==> src/rtl/mem_arb_pkg.sv <==
// Shared types and defaults for the memory port arbiter.
//   state_e : arbiter FSM states
//   grant_e : which requester was granted most recently
package mem_arb_pkg;

    localparam int DEF_ADDR_W = 32;
    localparam int DEF_DATA_W = 32;

    typedef enum logic [1:0] {
        IDLE   = 2'd0,
        I_BUSY = 2'd1,
        D_BUSY = 2'd2
    } state_e;

    typedef enum logic {
        GRANT_FETCH = 1'b0,
        GRANT_DATA  = 1'b1
    } grant_e;

endpackage

==> src/rtl/mem_arb_timer.sv <==
// Wait-state watchdog for one memory command.
//   clk_i, rst_i : clock, asynchronous active-low reset
//   clr_i        : force count to zero
//   load_i       : start a new window of TIMEOUT busy cycles
//   en_i         : count one busy cycle
//   expired_o    : current busy cycle is the last one allowed
module mem_arb_timer #(
    parameter int TIMEOUT = 64
) (
    input  logic clk_i,
    input  logic rst_i,
    input  logic clr_i,
    input  logic load_i,
    input  logic en_i,
    output logic expired_o
);

    localparam int W = $clog2(TIMEOUT + 1);
    // The first busy cycle already sees TIMEOUT-1, so the count reaches zero
    // on exactly the TIMEOUT-th cycle without a ready.
    localparam logic [W-1:0] LOAD_VAL = W'(TIMEOUT - 1);

    logic [W-1:0] cnt_q, cnt_d;

    always_comb begin
        cnt_d = cnt_q;
        if (clr_i)
            cnt_d = '0;
        else if (load_i)
            cnt_d = LOAD_VAL;
        else if (en_i && (cnt_q != '0))
            cnt_d = cnt_q - W'(1);
    end

    always_ff @(posedge clk_i or negedge rst_i) begin
        if (!rst_i)
            cnt_q <= '0;
        else
            cnt_q <= cnt_d;
    end

    assign expired_o = (cnt_q == '0);

endmodule

==> src/rtl/mem_port_arbiter.sv <==
// Arbitrates one single-port memory between instruction fetch and data access.
//   if_*      : fetch requester (level request, instr_o + if_valid_o pulse)
//   dm_*      : data requester (read/write, dm_rdata_o + dm_valid_o pulse)
//   mem_*     : registered memory command, mem_ready_i completes it
//   stall_o   : pipeline freeze while any request is unserved
//   err_o     : sticky timeout flag
//   i/d_count : completed fetch / data transaction counters (wrap)
module mem_port_arbiter
    import mem_arb_pkg::*;
#(
    parameter int ADDR_W  = DEF_ADDR_W,
    parameter int DATA_W  = DEF_DATA_W,
    parameter int TIMEOUT = 64
) (
    input  logic              clk_i,
    input  logic              rst_i,
    input  logic              if_req_i,
    input  logic [ADDR_W-1:0] if_addr_i,
    output logic [DATA_W-1:0] instr_o,
    output logic              if_valid_o,
    input  logic              dm_read_i,
    input  logic              dm_write_i,
    input  logic [ADDR_W-1:0] dm_addr_i,
    input  logic [DATA_W-1:0] dm_wdata_i,
    output logic [DATA_W-1:0] dm_rdata_o,
    output logic              dm_valid_o,
    output logic              stall_o,
    output logic [ADDR_W-1:0] mem_addr_o,
    output logic [DATA_W-1:0] mem_wdata_o,
    output logic              mem_read_o,
    output logic              mem_write_o,
    input  logic [DATA_W-1:0] mem_rdata_i,
    input  logic              mem_ready_i,
    output logic              err_o,
    output logic [31:0]       i_count_o,
    output logic [31:0]       d_count_o
);

    state_e            state_q, state_d;
    grant_e            last_grant_q, last_grant_d;
    logic [ADDR_W-1:0] mem_addr_q, mem_addr_d;
    logic [DATA_W-1:0] mem_wdata_q, mem_wdata_d;
    logic              mem_read_q, mem_read_d;
    logic              mem_write_q, mem_write_d;
    logic [DATA_W-1:0] instr_q, instr_d;
    logic [DATA_W-1:0] dm_rdata_q, dm_rdata_d;
    logic              if_valid_q, if_valid_d;
    logic              dm_valid_q, dm_valid_d;
    logic              err_q, err_d;
    logic [31:0]       i_count_q, i_count_d;
    logic [31:0]       d_count_q, d_count_d;

    logic if_elig, dm_elig, grant_fetch, grant_data;
    logic tmr_clr, tmr_load, tmr_en, tmr_expired;
    logic done;
    logic [DATA_W-1:0] ret_data;

    // A requester whose valid is high this cycle is still presenting the
    // request it just had served; it must not be re-granted on that cycle.
    assign if_elig = if_req_i & ~if_valid_q;
    assign dm_elig = (dm_read_i | dm_write_i) & ~dm_valid_q;

    mem_arb_timer #(.TIMEOUT(TIMEOUT)) u_timer (
        .clk_i     (clk_i),
        .rst_i     (rst_i),
        .clr_i     (tmr_clr),
        .load_i    (tmr_load),
        .en_i      (tmr_en),
        .expired_o (tmr_expired)
    );

    always_comb begin
        state_d      = state_q;
        last_grant_d = last_grant_q;
        mem_addr_d   = mem_addr_q;
        mem_wdata_d  = mem_wdata_q;
        mem_read_d   = mem_read_q;
        mem_write_d  = mem_write_q;
        instr_d      = instr_q;
        dm_rdata_d   = dm_rdata_q;
        if_valid_d   = 1'b0;
        dm_valid_d   = 1'b0;
        err_d        = err_q;
        i_count_d    = i_count_q;
        d_count_d    = d_count_q;
        tmr_clr      = 1'b0;
        tmr_load     = 1'b0;
        tmr_en       = 1'b0;
        grant_fetch  = 1'b0;
        grant_data   = 1'b0;
        done         = 1'b0;
        // A timed-out command returns zero instead of bus garbage.
        ret_data     = mem_ready_i ? mem_rdata_i : '0;

        case (state_q)
            IDLE: begin
                // On a tie the requester that did not go last wins.
                grant_fetch = if_elig & (~dm_elig | (last_grant_q == GRANT_DATA));
                grant_data  = dm_elig & (~if_elig | (last_grant_q == GRANT_FETCH));
                if (grant_fetch) begin
                    state_d      = I_BUSY;
                    last_grant_d = GRANT_FETCH;
                    mem_addr_d   = if_addr_i;
                    mem_read_d   = 1'b1;
                    mem_write_d  = 1'b0;
                    tmr_load     = 1'b1;
                end else if (grant_data) begin
                    state_d      = D_BUSY;
                    last_grant_d = GRANT_DATA;
                    mem_addr_d   = dm_addr_i;
                    mem_wdata_d  = dm_wdata_i;
                    // Read and write together is serviced as a write.
                    mem_read_d   = ~dm_write_i;
                    mem_write_d  = dm_write_i;
                    tmr_load     = 1'b1;
                end
            end
            I_BUSY, D_BUSY: begin
                tmr_en = 1'b1;
                done   = mem_ready_i | tmr_expired;
                if (done) begin
                    state_d     = IDLE;
                    mem_read_d  = 1'b0;
                    mem_write_d = 1'b0;
                    tmr_clr     = 1'b1;
                    if (!mem_ready_i)
                        err_d = 1'b1;
                    if (state_q == I_BUSY) begin
                        instr_d    = ret_data;
                        if_valid_d = 1'b1;
                        i_count_d  = i_count_q + 32'd1;
                    end else begin
                        if (!mem_write_q)
                            dm_rdata_d = ret_data;
                        dm_valid_d = 1'b1;
                        d_count_d  = d_count_q + 32'd1;
                    end
                end
            end
            default: state_d = IDLE;
        endcase
    end

    always_ff @(posedge clk_i or negedge rst_i) begin
        if (!rst_i) begin
            state_q      <= IDLE;
            last_grant_q <= GRANT_FETCH;
            mem_addr_q   <= '0;
            mem_wdata_q  <= '0;
            mem_read_q   <= 1'b0;
            mem_write_q  <= 1'b0;
            instr_q      <= '0;
            dm_rdata_q   <= '0;
            if_valid_q   <= 1'b0;
            dm_valid_q   <= 1'b0;
            err_q        <= 1'b0;
            i_count_q    <= '0;
            d_count_q    <= '0;
        end else begin
            state_q      <= state_d;
            last_grant_q <= last_grant_d;
            mem_addr_q   <= mem_addr_d;
            mem_wdata_q  <= mem_wdata_d;
            mem_read_q   <= mem_read_d;
            mem_write_q  <= mem_write_d;
            instr_q      <= instr_d;
            dm_rdata_q   <= dm_rdata_d;
            if_valid_q   <= if_valid_d;
            dm_valid_q   <= dm_valid_d;
            err_q        <= err_d;
            i_count_q    <= i_count_d;
            d_count_q    <= d_count_d;
        end
    end

    assign instr_o     = instr_q;
    assign if_valid_o  = if_valid_q;
    assign dm_rdata_o  = dm_rdata_q;
    assign dm_valid_o  = dm_valid_q;
    assign mem_addr_o  = mem_addr_q;
    assign mem_wdata_o = mem_wdata_q;
    assign mem_read_o  = mem_read_q;
    assign mem_write_o = mem_write_q;
    assign err_o       = err_q;
    assign i_count_o   = i_count_q;
    assign d_count_o   = d_count_q;
    assign stall_o     = (if_req_i & ~if_valid_q) | ((dm_read_i | dm_write_i) & ~dm_valid_q);

endmodule

==> config.mk <==
export PLATFORM = sky130hd
export DESIGN_NAME = mem_port_arbiter
export DESIGN_NICKNAME = d
export VERILOG_FILES = /design/src/rtl/mem_arb_pkg.sv /design/src/rtl/mem_arb_timer.sv /design/src/rtl/mem_port_arbiter.sv
export SDC_FILE = /design/constraint.sdc
export NUM_CORES = 1
export LEC_CHECK = 0
export BUFFER_PORTS_ARGS = -buffer_cell sky130_fd_sc_hd__buf_2
export CELL_PAD_IN_SITES_DETAIL_PLACEMENT = 1
export CELL_PAD_IN_SITES_GLOBAL_PLACEMENT = 2
export CORE_MARGIN = 5
export CORE_UTILIZATION = 32
export CTS_CLUSTER_DIAMETER = 80
export DETAILED_ROUTE_END_ITERATION = 10
export GPL_TIMING_DRIVEN = 0
export HOLD_SLACK_MARGIN = 0.1
export MAX_ROUTING_LAYER = met4
export PLACE_DENSITY = 0.95
export SYNTH_ARGS = -nofsm -noshare
export SYNTH_HDL_FRONTEND = slang
export SYNTH_SLANG_ARGS = --single-unit
export TNS_END_PERCENT = 50
==> constraint.sdc <==
create_clock -name clk_i -period 4.81 [get_ports clk_i]
set_input_delay 0 -clock clk_i [delete_from_list [all_inputs] [get_ports clk_i]]
set_output_delay 0 -clock clk_i [all_outputs]
set_load 0.03 [all_outputs]
# After elaboration in Yosys (flattened, before gate mapping)
# Index checks and enable logic that the tools add are counted.
[word_totals]
out_inout_bits = 198
input_bits = 134
register_bits = 207
[classes]
muxes = 31
reduce_logical = 16
n_eq_ne = 4
n_addsub = 3
bitwise_logic = 19
[op_table]
columns = ["operator", "count"]
rows = [
  ["$mux W32", 3],
  ["$add A32 B1 Y32 const B", 2],
  ["$mux W7", 3],
  ["$mux W1", 19],
  ["$reduce_and A3 Y1", 5],
  ["$not A1 Y1", 10],
  ["$logic_not A7 Y1", 1],
  ["$reduce_bool A7 Y1", 1],
  ["$sub A7 B1 Y7 const B", 1],
  ["$mux W2", 3],
  ["$or A1 B1 Y1", 5],
  ["$and A1 B1 Y1", 4],
  ["$pmux W1 S2", 2],
  ["$pmux W2 S2", 1],
  ["$reduce_and A2 Y1", 2],
  ["$reduce_and A4 Y1", 1],
  ["$reduce_bool A2 Y1", 2],
  ["$ne A3 B3 Y1 const B", 1],
  ["$reduce_bool A3 Y1", 1],
  ["$eq A2 B1 Y1 const B", 1],
  ["$eq A2 B2 Y1 const B", 1],
  ["$logic_not A2 Y1", 1],
  ["$ne A2 B2 Y1 const B", 1],
  ["$reduce_or A2 Y1", 1],
  ["$logic_and A1 B1 Y1", 1],
]

# Logic depth before layout (Yosys ltp)
[logic_depth]
depth_word = 10
depth_mapped = 9

# Modules after synthesis
# A second synthesis with hierarchy kept.
[unflattened]
hier_cells = 798
area_unflattened_um2 = 8872.3
[modules_own_cells]
columns = ["mod", "cells_per_inst", "instances", "area_each_um2"]
rows = [
  ["mem_port_arbiter", 753, 1, 8421.8],
  ["mem_arb_timer", 45, 1, 450.4],
]

# Worst setup path after synthesis
# OpenSTA, ideal clock, no wires.
[synth_path]
kind = "register -> register"
start = "reg d_count_q[0], in the netlist d_count_o[0]"
end = "reg d_count_q[20], in the netlist d_count_o[20]"
stages_incl_launch_ff = 7
n_path_buf = 0
setup_slack_ns = 2.694
setup_ns = 0.134
required_ns = 4.676
arrival_time_ns = 1.982
path_cell_list = "dfrtp_1 > ha_1 > and3_1 > or3b_2 > nor3_4 > nand4_1 > xnor2_1"
[synth_between]
elab_chain_cells = 1
[synth_rtl]
columns = ["element", "line_no", "rtl"]
rows = [
  ["start, declared", "mem_port_arbiter.sv:51", "logic [31:0] d_count_q, d_count_d;"],
  ["start signal, assigned", "mem_port_arbiter.sv:172", "d_count_q <= d_count_d;"],
  ["$add A32 B1 Y32", "mem_port_arbiter.sv:136", "d_count_d = d_count_q + 32'd1;"],
]
# No other way between the ends.
# A chain may end at the register's enable or synchronous reset.

# Worst setup path after layout
[layout_path]
start = "reg state_q[0]"
end = "reg mem_addr_q[18], in the netlist mem_addr_o[18]"
[layout_between]
elab_chain_cells = 2
[layout_rtl]
columns = ["element", "line_no", "rtl"]
rows = [
  ["start, declared", "mem_port_arbiter.sv:39", "state_e state_q, state_d;"],
  ["start signal, assigned", "mem_port_arbiter.sv:160", "state_q <= state_d;"],
  ["$logic_not A2 Y1", "mem_port_arbiter.sv:95", "case (state_q)"],
  ["$reduce_and A2 Y1 (no source line)", "-", ""],
  ["end signal, assigned", "mem_port_arbiter.sv:162", "mem_addr_q <= mem_addr_d;"],
  ["end, declared", "mem_port_arbiter.sv:41", "logic [ADDR_W-1:0] mem_addr_q, mem_addr_d;"],
]
# No other way between the ends.

==> results.md <==
| Parameter | Value | Unit |
|---|---|---|
| Average cell area after synthesis | 10.7 | µm² |
| Busiest metal layer after global routing | met2 | - |
| Die outline height | 175 | µm |
| Leading post-synthesis cells by instance count | sky130_fd_sc_hd__dfrtp_1, sky130_fd_sc_hd__nand2_1, sky130_fd_sc_hd__xnor2_1 | - |
| Area enclosed by the die boundary | 0.0307 | mm² |
| Met1 track demand over resource | 23.6 | % |
| Port Buf Inserts | 330 | - |
| Worst-skew pair later-pin latency | 510 | ps |
| Clock root buffer master | sky130_fd_sc_hd__clkbuf_16 | - |
| Post-detailed-placement cell area | 0.0109 | mm² |
| Family with the most delay on the worst path | buffers and inverters | - |
| Reg-to-Reg End | mem_addr_o[18] | - |
| Static Leak | 0.00647 | µW |
| Setup repair after global routing missed its margin | false | - |
| Post-detailed-route via-to-cell ratio | 4.85 | - |
| Maximum single-stage delay on the critical path | 600 | ps |
| DRC violation count after routing | 0 | - |
| Cell with the most instances after synthesis | sky130_fd_sc_hd__dfrtp_1 | - |
| Via count of the first global-routing pass | 9262 | - |
| Type of element launching the critical path | register | - |
| Pin count of the biggest net entering global routing | 118 | - |
| Nets@finish | 1449 | - |
| Final slew viol count | 0 | - |
| Post-synth top flop | sky130_fd_sc_hd__dfrtp_1 | - |
| Met2 usage | 37.9 | % |
| Slack of the critical path | 1780 | ps |
| Largest family of logic cells by synthesized area | simple AND/OR/NAND/NOR gates | - |
| Area share of the leading cell type in the synthesized netlist | 59.3 | % |
| Critical setup path kind | register to register | - |
| Startpoint of the worst-slack reg-to-reg timing path | state_q[0] | - |
| Clk buf depth | 3 | - |
| Number of antenna violations at the first check in global routing | 1 | - |
| Element type at the critical path end | register | - |
| Critical Path Slowest Stage Cell | sky130_fd_sc_hd__dlygate4sd3_1 | - |
| Layout Area Growth over Synthesis | 50.2 | % |
| Clock skew after layout | 11.1 | ps |
| M3 GR Usage | 3.01 | % |
| Number of nets produced by synthesis | 958 | - |
| Worst EP required | 5200 | ps |
| Pwr Density | 677 | mW/mm² |
| Maximum ir drop on the vdd rail | 0.000330 | V |
| Inserted Clock Buffers | 24 | - |
| Last weighted congestion value of the routability-driven placer | 0.812 | - |
| Final Cell Area | 0.0131 | mm² |
| Number of synthesized register bits | 207 | - |
| Final Total Pwr | 8890 | µW |
| Total overflow reported by the global router | 0 | - |
| Iteration count of the initial detailed-routing pass | 4 | - |
| Area of the core | 0.0270 | mm² |
| Critical path data arrival time | 3420 | ps |
| Number of clock sinks seen by CTS | 207 | - |
| Cell breakdown of the critical path | inv_1 > ha_1 > inv_1 > a21oi_1 > clkbuf_1 > buf_1 > a31oi_1 > dlygate4sd3_1 | - |
| Post-synthesis compound-gate area fraction | 9.06 | % |
| Antenna-violating nets left | 0 | - |
| Worst reg-to-reg setup slack | 1780 | ps |
| Post-synth cell types | 46 | - |
| Achievable frequency | 330 | MHz |
| Fraction of final layout cells sized beyond drive strength 1 | 34.1 | % |
| Global router's overall resource usage | 21.2 | % |
| CP Buf/Inv Count | 5 | - |
| Pre-CTS setup slack | 2290 | ps |
| Total negative slack | 0 | ps |
| Io pins | 332 | - |
| Post-synth EDFFs | 0 | - |
| Share of synthesized area spent on multiplexers | 4.25 | % |
| Final setup violating endpoints | 0 | - |
| Post-Synthesis Cell Area | 0.00874 | mm² |
| DRT iter0 DRCs | 353 | - |
| Total detailed-routing wirelength | 32500 | µm |
| Part of the Yosys area used for sequential elements | 59.3 | % |
| Simple logic cell fraction of the synthesized area | 16.9 | % |
| Warnings from Yosys | 0 | - |
| Post-synthesis cell count | 817 | - |
| Synth async-reset ratio | 100 | % |
| Chip width | 175 | µm |
| Crit path time final | 3030 | ps |
| Placed wire-length estimate | 20700 | µm |
| Max-Slew Margin vs Limit | 52.7 | % |
| Synth area leader | sky130_fd_sc_hd__dfrtp_1 | - |
| First-pass GRT wire length | 51200 | µm |
| Row Count | 60 | - |
| Cell occurring most often along the worst timing path | sky130_fd_sc_hd__inv_1 | - |
| Clock transition at path regs | 60 | ps |
| Final period utilization | 63.0 | % |
| Total number of vias | 8098 | - |
| Clock tree from TritonCTS | yes | - |
| Effective utilization at floorplan | 32.4 | % |
| Worst hold-check path type | input pin to asynchronous set/reset pin | - |
| CTS H-tree depth | 1 | - |
| Worst reg2reg path depth | 8 | - |
| Crit path max fanout | 10 | - |
| Average wire per cell in the routed design | 19.5 | µm |
| Measured slew at the worst slew-check pin | 710 | ps |
| Adder-cell share of the synthesized area | 1.00 | % |
| Area share of xor/xnor cells in the synthesized design | 6.61 | % |
| Max-Cap Viols | 0 | - |
| Ranking of synthesized cells by area | sky130_fd_sc_hd__dfrtp_1, sky130_fd_sc_hd__nand2_1, sky130_fd_sc_hd__xnor2_1 | - |
| Total count of hold-check failures in the final report | 0 | - |
| Run status | complete, no violations | - |
-- layer usage --
metal | part of all wire (%) | routed length, µm
met1 | 38 | 12500
met2 | 52 | 16900
met3 | 4.4 | 1430
met4 | 5.2 | 1680
met5 | 0 | 0
-- worst max-delay path by stage --
stage | from | end | slack (ps) | cells past startpoint
final | state_q[0] | mem_addr_o[18] | 1780 | 8
after global routing | state_q[0] | mem_addr_o[18] | 1430 | 8
after CTS | state_q[0] | mem_addr_o[12] | 1740 | 8
after detailed placement | u_timer.cnt_q[0] | instr_o[5] | 2290 | 8
after global placement | rst_i | mem_addr_o[14] | 140 | 1
after floorplan | d_count_o[0] | d_count_o[20] | 2690 | 6
-- final cells by class --
type | count | area, µm²
well taps | 341 | 427
inverters | 15 | 56.3
clock inverters | 8 | 173
clock buffers | 36 | 757
repair buffers | 465 | 3030
plain buffers | 39 | 200
diodes | 1 | 2.50
flip-flops and latches | 207 | 5180
multi-input cells | 556 | 3300
fillers | 3057 | 13800
-- cells in the final DEF (no fill, tap or decap), types with 22 or more instances in the layout --
cell type,instances
sky130_fd_sc_hd__o21ai_0,36
sky130_fd_sc_hd__nand2_1,191
sky130_fd_sc_hd__nand4_1,23
sky130_fd_sc_hd__mux2_2,33
sky130_fd_sc_hd__a31oi_1,32
sky130_fd_sc_hd__dfrtp_1,207
sky130_fd_sc_hd__dlygate4sd3_1,134
sky130_fd_sc_hd__buf_2,333
sky130_fd_sc_hd__o21ai_2,26
sky130_fd_sc_hd__nand3_1,22
sky130_fd_sc_hd__clkbuf_1,26
sky130_fd_sc_hd__nor2_1,46
sky130_fd_sc_hd__xnor2_1,49
sky130_fd_sc_hd__clkbuf_16,25
-- what timing repair did --
item	4_1_cts	5_1_grt
hold endpoints to repair	220	0
resized for setup	0	0
setup buffers	0	0
setup endpoints to repair	0	0
hold buffers	134	0
-- state kept, by name, summed over array words and instances (netlist names), 2 cells and up --
register / cells
dm_rdata_o: 32
instr_o: 32
i_count_o: 32
state_q: 2
mem_addr_o: 32
d_count_o: 32
mem_wdata_o: 32
u_timer.cnt_q: 7
-- worst reg2reg max path, stage by stage (launching register included) --
cell and delay (ps):
sky130_fd_sc_hd__dfrtp_1 400, sky130_fd_sc_hd__inv_1 100, sky130_fd_sc_hd__ha_1 270, sky130_fd_sc_hd__inv_1 140
sky130_fd_sc_hd__a21oi_1 360, sky130_fd_sc_hd__clkbuf_1 420, sky130_fd_sc_hd__buf_1 450, sky130_fd_sc_hd__a31oi_1 180
sky130_fd_sc_hd__dlygate4sd3_1 600
-- per-stage QoR --
step / hold WS, ps / instances / util [%]
3_5_place_dp: 70.4 / 1489 / 40.3
3_3_place_gp: 233 / 1488 / 40.1
5_1_grt: 154 / 1668 / 48.7
4_1_cts: 126 / 1667 / 48.7
6_report: 84.3 / 1668 / 48.7
2_1_floorplan: -296 / 817 / -
-- kinds of logic (layout without fill, tap and decap cells) --
family | count (synthesis) | in the layout
and+or+nand+nor | 326 | 326
DFF | 207 | 207
AOI/OAI and AO/OA | 124 | 124
xor gates and xnor gates | 66 | 66
buffers and inverters | 54 | 563
muxes | 33 | 33
adders and majority gates | 7 | 7
other | 0 | 1
-- where the power goes --
part	internal, µW	switching [µW]	total [µW]
sequential	2380	415	2790
combinational	1370	2620	3990
clock	1350	748	2100
total	5110	3780	8890
Power figures use the tool's default switching activity.
